`config.mk`:
```
export PLATFORM = sky130hd
export DESIGN_NAME = rx_block_assembler_flat
export DESIGN_NICKNAME = d
export VERILOG_FILES = /design/src/rtl/rx_block_assembler_if.sv /design/src/rtl/rx_block_assembler.sv /design/src/flat_wrapper.sv
export SDC_FILE = /design/constraint.sdc
export NUM_CORES = 1
export LEC_CHECK = 0
export CAP_MARGIN = 10
export CORE_MARGIN = 3
export CORE_UTILIZATION = 41
export CTS_CLUSTER_SIZE = 10
export DETAILED_ROUTE_END_ITERATION = 12
export MAX_ROUTING_LAYER = met4
export PLACE_DENSITY = 0.76
export SLEW_MARGIN = 20
export SYNTH_ARGS = -nofsm -noshare
export SYNTH_HDL_FRONTEND = slang
export SYNTH_SLANG_ARGS = --single-unit
```
`constraint.sdc`:
```
create_clock -name clk -period 1.3 [get_ports clk]
set_clock_uncertainty 0.1 [all_clocks]
set_input_delay 0.26 -clock clk [delete_from_list [all_inputs] [get_ports clk]]
set_output_delay 0.26 -clock clk [all_outputs]
set_load 0.02 [all_outputs]
```
`src/rtl/rx_block_assembler_if.sv`:
```
// Word-in / block-out handshake bundle for rx_block_assembler.
// Both sides are valid/ready: a transfer happens on a rising edge where valid and ready are both 1.
interface rx_block_assembler_if #(
  parameter int WORD_W        = 32,
  parameter int WORDS_PER_BLK = 4
);
  localparam int BLK_W = WORD_W * WORDS_PER_BLK;
  localparam int CNT_W = $clog2(WORDS_PER_BLK + 1);

  logic              in_valid;
  logic              in_ready;
  logic [WORD_W-1:0] in_data;
  logic              flush;
  logic              out_valid;
  logic              out_ready;
  logic [BLK_W-1:0]  out_data;
  logic [CNT_W-1:0]  out_words;
  logic [CNT_W-1:0]  fill_cnt;
  logic              state_dbg;   // 0 = FILL, 1 = HOLD

  modport master (
    output in_valid, in_data, flush, out_ready,
    input  in_ready, out_valid, out_data, out_words, fill_cnt, state_dbg
  );

  modport slave (
    input  in_valid, in_data, flush, out_ready,
    output in_ready, out_valid, out_data, out_words, fill_cnt, state_dbg
  );
endinterface

```
`src/rtl/rx_block_assembler.sv`:
```
// Gathers WORDS_PER_BLK words into one block, first word in the MSBs, with no bubble between blocks.
// Optional partial-block flush is built only when RX_ASM_FLUSH_EN is defined.
module rx_block_assembler #(
  parameter int WORD_W        = 32,
  parameter int WORDS_PER_BLK = 4
) (
  input  logic                 clk,
  input  logic                 rst,
  rx_block_assembler_if.slave  bus
);
  localparam int BLK_W = WORD_W * WORDS_PER_BLK;
  localparam int CNT_W = $clog2(WORDS_PER_BLK + 1);
  localparam logic [CNT_W-1:0] LAST_IDX = CNT_W'(WORDS_PER_BLK - 1);
  localparam logic [CNT_W-1:0] FULL_CNT = CNT_W'(WORDS_PER_BLK);

  typedef enum logic {FILL, HOLD} state_t;

  state_t           state_q, state_d;
  logic [CNT_W-1:0] fill_q, fill_d;
  logic [CNT_W-1:0] words_q, words_d;
  logic [BLK_W-1:0] data_q, data_d;
  logic [BLK_W-1:0] shifted;
  logic             in_ready;
  logic             accept;

  if (WORDS_PER_BLK == 1) begin : g_one_word
    assign shifted = bus.in_data;
  end else begin : g_multi_word
    assign shifted = {data_q[BLK_W-WORD_W-1:0], bus.in_data};
  end

  // In HOLD the slot frees up only as the consumer takes the block, so ready follows out_ready.
  assign in_ready = (state_q == FILL) ? 1'b1 : bus.out_ready;
  assign accept   = bus.in_valid & in_ready;

  always_ff @(posedge clk) begin
    if (rst) begin
      state_q <= FILL;
      fill_q  <= '0;
      words_q <= '0;
      data_q  <= '0;
    end else begin
      state_q <= state_d;
      fill_q  <= fill_d;
      words_q <= words_d;
      data_q  <= data_d;
    end
  end

  always_comb begin
    state_d = state_q;
    fill_d  = fill_q;
    words_d = words_q;
    data_d  = data_q;
    if (accept) data_d = shifted;
    case (state_q)
      FILL: begin
        if (accept) begin
          if (fill_q == LAST_IDX) begin
            state_d = HOLD;
            fill_d  = '0;
            words_d = FULL_CNT;
          end else begin
            fill_d = fill_q + CNT_W'(1);
          end
        end
`ifdef RX_ASM_FLUSH_EN
        else if (bus.flush && fill_q != '0) begin
          // Left-align the partial block; the vacated low words fill with zeros.
          state_d = HOLD;
          data_d  = data_q << ((WORDS_PER_BLK - int'(fill_q)) * WORD_W);
          words_d = fill_q;
          fill_d  = '0;
        end
`endif
      end
      HOLD: begin
        if (bus.out_ready) begin
          if (bus.in_valid) begin
            if (WORDS_PER_BLK == 1) begin
              state_d = HOLD;
              words_d = FULL_CNT;
              fill_d  = '0;
            end else begin
              state_d = FILL;
              fill_d  = CNT_W'(1);
            end
          end else begin
            state_d = FILL;
            fill_d  = '0;
          end
        end
      end
      default: state_d = FILL;
    endcase
  end

`ifndef RX_ASM_FLUSH_EN
  logic unused_flush;
  assign unused_flush = bus.flush;
`endif

  assign bus.in_ready  = in_ready;
  assign bus.out_valid = (state_q == HOLD);
  assign bus.out_data  = data_q;
  assign bus.out_words = words_q;
  assign bus.fill_cnt  = fill_q;
  assign bus.state_dbg = (state_q == HOLD);
endmodule

```
`src/flat_wrapper.sv`:
```
// flat-port wrapper written by rule: the top's interface ports become plain ports
module rx_block_assembler_flat 
#(
  parameter int WORD_W        = 32,
  parameter int WORDS_PER_BLK = 4
)
  (clk, rst, bus_in_valid, bus_in_data, bus_flush, bus_out_ready, bus_in_ready, bus_out_valid, bus_out_data, bus_out_words, bus_fill_cnt, bus_state_dbg);
  rx_block_assembler_if #(.WORD_W(WORD_W), .WORDS_PER_BLK(WORDS_PER_BLK)) bus_i ();
  input  logic clk;
  input  logic rst;
  input wire logic [$bits(bus_i.in_valid)-1:0] bus_in_valid;
  input wire logic [$bits(bus_i.in_data)-1:0] bus_in_data;
  input wire logic [$bits(bus_i.flush)-1:0] bus_flush;
  input wire logic [$bits(bus_i.out_ready)-1:0] bus_out_ready;
  output wire logic [$bits(bus_i.in_ready)-1:0] bus_in_ready;
  output wire logic [$bits(bus_i.out_valid)-1:0] bus_out_valid;
  output wire logic [$bits(bus_i.out_data)-1:0] bus_out_data;
  output wire logic [$bits(bus_i.out_words)-1:0] bus_out_words;
  output wire logic [$bits(bus_i.fill_cnt)-1:0] bus_fill_cnt;
  output wire logic [$bits(bus_i.state_dbg)-1:0] bus_state_dbg;
  assign bus_i.in_valid = bus_in_valid;
  assign bus_i.in_data = bus_in_data;
  assign bus_i.flush = bus_flush;
  assign bus_i.out_ready = bus_out_ready;
  assign bus_in_ready = bus_i.in_ready;
  assign bus_out_valid = bus_i.out_valid;
  assign bus_out_data = bus_i.out_data;
  assign bus_out_words = bus_i.out_words;
  assign bus_fill_cnt = bus_i.fill_cnt;
  assign bus_state_dbg = bus_i.state_dbg;
  rx_block_assembler #(.WORD_W(WORD_W), .WORDS_PER_BLK(WORDS_PER_BLK)) u_core (.clk(clk), .rst(rst), .bus(bus_i));
endmodule
```
==> metrics.csv <==
stage,metric,value,unit
final_layout,fin cells,1026,
outcome,failing checks,setup timing,
place,GP Congestion,0.8322,
timing,Hold Fails Final Rpt,0,
final_layout,post-layout util,65.59,%
synthesis,Synth area leaders,"dfxtp_1 52%, a21oi_1 13%, nand3_1 13%, o21ai_0 12%, buf_2 4.0%",
clock_network,# clock sinks,133,
clock_network,"Hold-fix buffers, CTS",0,
synthesis,top cell type's share of synthesized area,52.29,%
grt,largest net degree at the start of global routing,60,
synthesis,part of the Yosys area used for sequential elements,52.29,%
power,PD cells,1218,nW/um^2
clock_network,worst skew pair latency,0.42,ns
clock_network,number of buffers created by CTS,17,
synthesis,post-synthesis cell area,5092,sq um
detailed_routing,DRT Wirelength,17660,microns
power,Peak VDD IR,0.0006688,V
timing,unrepaired setup endpoints after global routing,true,
power,Power Total,9.638,mW
synthesis,"flops & latches, synth",133,
detailed_routing,Pre-antenna DRT Iters,5,
power,logic gate share of total power,10.7,%
timing,Hold WS,0.1994,ns
clock_network,TritonCTS clock tree,built,
power,Static Leak,3.330,nW
timing,Period minus WS final,1.454,ns
timing,FMAX,687.6,MHz
timing,final setup violation count,131,
detailed_routing,DRT antenna net count,0,
synthesis,distinct cell type count after synthesis,21,
detailed_routing,WL/cell,17.21,microns
timing,pins over their slew limit,0,
outcome,status,"finished, violations left",
power,Psw,2.325,mW
grt,vias in the first global route,5220,
floorplanning,Die Y,117.4,microns
clock_network,clock transition at the registers of the reported paths,0.06,ns
grt,initial antenna violation count,0,
power,sequential cell fraction of total power,44.3,%
final_layout,Nets,884,
setup_path,CP arrival,1.09,ns
grt,GRT overflow,0,
final_layout,"Design Area, Final",7911,sq um
detailed_routing,Via-to-Cell Ratio,5.370,
floorplanning,die area,13790,sq um
worst_hold_path,Hold Path Class,in -> reg,
setup_path,Worst setup EP type,primary output,
setup_path,CP Launch Type,register,
final_layout,filler cell count,1052,
place,DP Wirelength,11390,microns
place,PortBufs,170,
detailed_routing,via count,5510,
timing,final worst slack,-0.1543,ns
run,Max-cap violations,0,
synthesis,Syn Area/Cell,8.321,sq um
floorplanning,core box area,12060,sq um
power,switching share of power,24.12,%
synthesis,Synth area leader,dfxtp_1,
clock_network,post-CTS setup buffers,0,
final_layout,area delta synth->final,55.36,%
clock_network,Clock Path Buffers,2,
floorplanning,Die W,117.4,microns
final_layout,share of cells above drive strength 1,37.41,%
grt,Global Route Usage Sum,25.20,%
setup_path,Buf/Inv on CP,2,
clock_network,root buf cell,clkbuf_16,
setup_path,WP data required,0.94,ns
power,clock power share,45.0,%
floorplanning,initial core utilization,42.22,%
floorplanning,# rows,40,
power,internal power,7.313,mW
timing,final period utilization,111.9,%
floorplanning,I/O pin count,174,
setup_path,CP peak stage delay,0.34,ns
grt,first-pass GRT wire length,27530,microns
setup_path,Crit path max-delay family,flip-flops,
clock_network,H-tree depth,4,
detailed_routing,DRT iter0 DRCs,629,
setup_path,Crit Path Max Fanout,2,
synthesis,Synth Warn #,0,
final_layout,Multi-input gate area,2077,sq um
setup_path,WS Path Type,reg -> out,
final_layout,antenna cells,0,
detailed_routing,# DRC,0,
place,dpl cells,991,
synthesis,cell count after synthesis,612,
place,dpl cell area,7661,sq um
final_layout,Reg area,2708,sq um
setup_path,slowest library cell on the worst path,dfxtp_4,
setup_path,CP Cell Sequence,nor2b_4 > inv_4 > buf_6,
## cells in the mapped netlist, drive strengths merged
cell type    n
a21oi      134
dfxtp      133
nand3      128
o21ai      128
buf         48
clkbuf      26
nand3b       3
inv          2
nor2         2
nor2b        2
a2111oi      1
and2b        1
conb         1
ha           1
nand2        1
or3b         1
## per-layer routing
layer  share of wire (%)  global-route usage, %  wire length, microns
met1                  42                  31.92                  7344
met2                  48                  39.45                  8491
met3                 7.5                  5.448                  1325
met4                 2.8                  10.12                   495
met5                   0                      -                     0
## power groups by stage
stage / Sequential (mW) / Combinational (mW) / Clock (mW)
floorplan: 4.48 / 0.323 / 0
global route: 4.28 / 1.11 / 4.58
CTS: 4.26 / 0.999 / 4.38
finish: 4.27 / 1.03 / 4.34
global placement: 4.34 / 1.05 / 0
detailed placement: 4.35 / 1.07 / 0
## cell usage in the layout, fill, tap and decap left out, drive strengths merged, types with 2 or more instances in the layout
cell             n
clkbuf          23
a21oi          134
dfxtp          133
clkinv           8
clkdlybuf4s50   33
nor2b            2
buf            253
nor2             2
nand3          128
conb             2
clkinvlp         2
o21ai          128
nand3b           3
## registers in the layout, indices dropped and copies added, names as in the netlist
signal                flops
u_core.bus.out_valid      1
u_core.bus.out_words      1
u_core.bus.fill_cnt       3
u_core.bus.out_data     128
## metrics by stage
step                      setup slack [ns]  TNS (ns)
final                              -0.1543    -8.760
after global placement             -0.5886    -61.40
after detailed placement           -0.5856    -64.01
after global routing               -0.2135    -18.60
after floorplan                   0.009215         0
after CTS                          -0.1488    -10.54
## worst register-to-register path, cell delays in order, from the launching register on
cell and delay, ns:
dfxtp_4 0.34, nor2b_4 0.13, inv_4 0.06, buf_4 0.20, buf_12 0.23, nand3_1 0.16, a21oi_2 0.16
## kinds of logic after synthesis
kind of cell             share of synthesized area (%)
adder cells (fa/ha/maj)                         0.2457
buffers and inverters                            7.518
AND/OR/NAND/NOR                                  13.96
AO/OA/AOI/OAI                                    25.92
flip-flops                                       52.28
other                                          0.07364
## final timing paths
check,start,endpoint,slack [ns],depth (start not counted)
min,bus_in_valid,u_core.bus.fill_cnt[0]$_SDFFE_PP0P_,0.20,3
max reg2reg,u_core.bus.out_valid$_SDFF_PP0_,u_core.bus.out_data[53]$_SDFFE_PP0P_,-0.15,6
max,u_core.bus.out_valid$_SDFF_PP0_,bus_in_ready,-0.15,3
min reg2reg,u_core.bus.out_data[118]$_SDFFE_PP0P_,u_core.bus.out_data[118]$_SDFFE_PP0P_,0.38,2
## cell type report
type                    count  area share (%)
repair buffers            288           29.97
clock inverters            10           1.060
inverters                   2          0.1423
well taps                 168           2.657
multi-input cells         404           26.25
flip-flops and latches    133           34.22
clock buffers              21           5.693
## timing repair
item | in CTS | in global routing
cloned | 2 | 2
pin swaps | 0 | 1
setup endpoints to repair | 262 | 219
resized for setup | 584 | 73
Note: power is estimated with default switching activity, not from simulation.
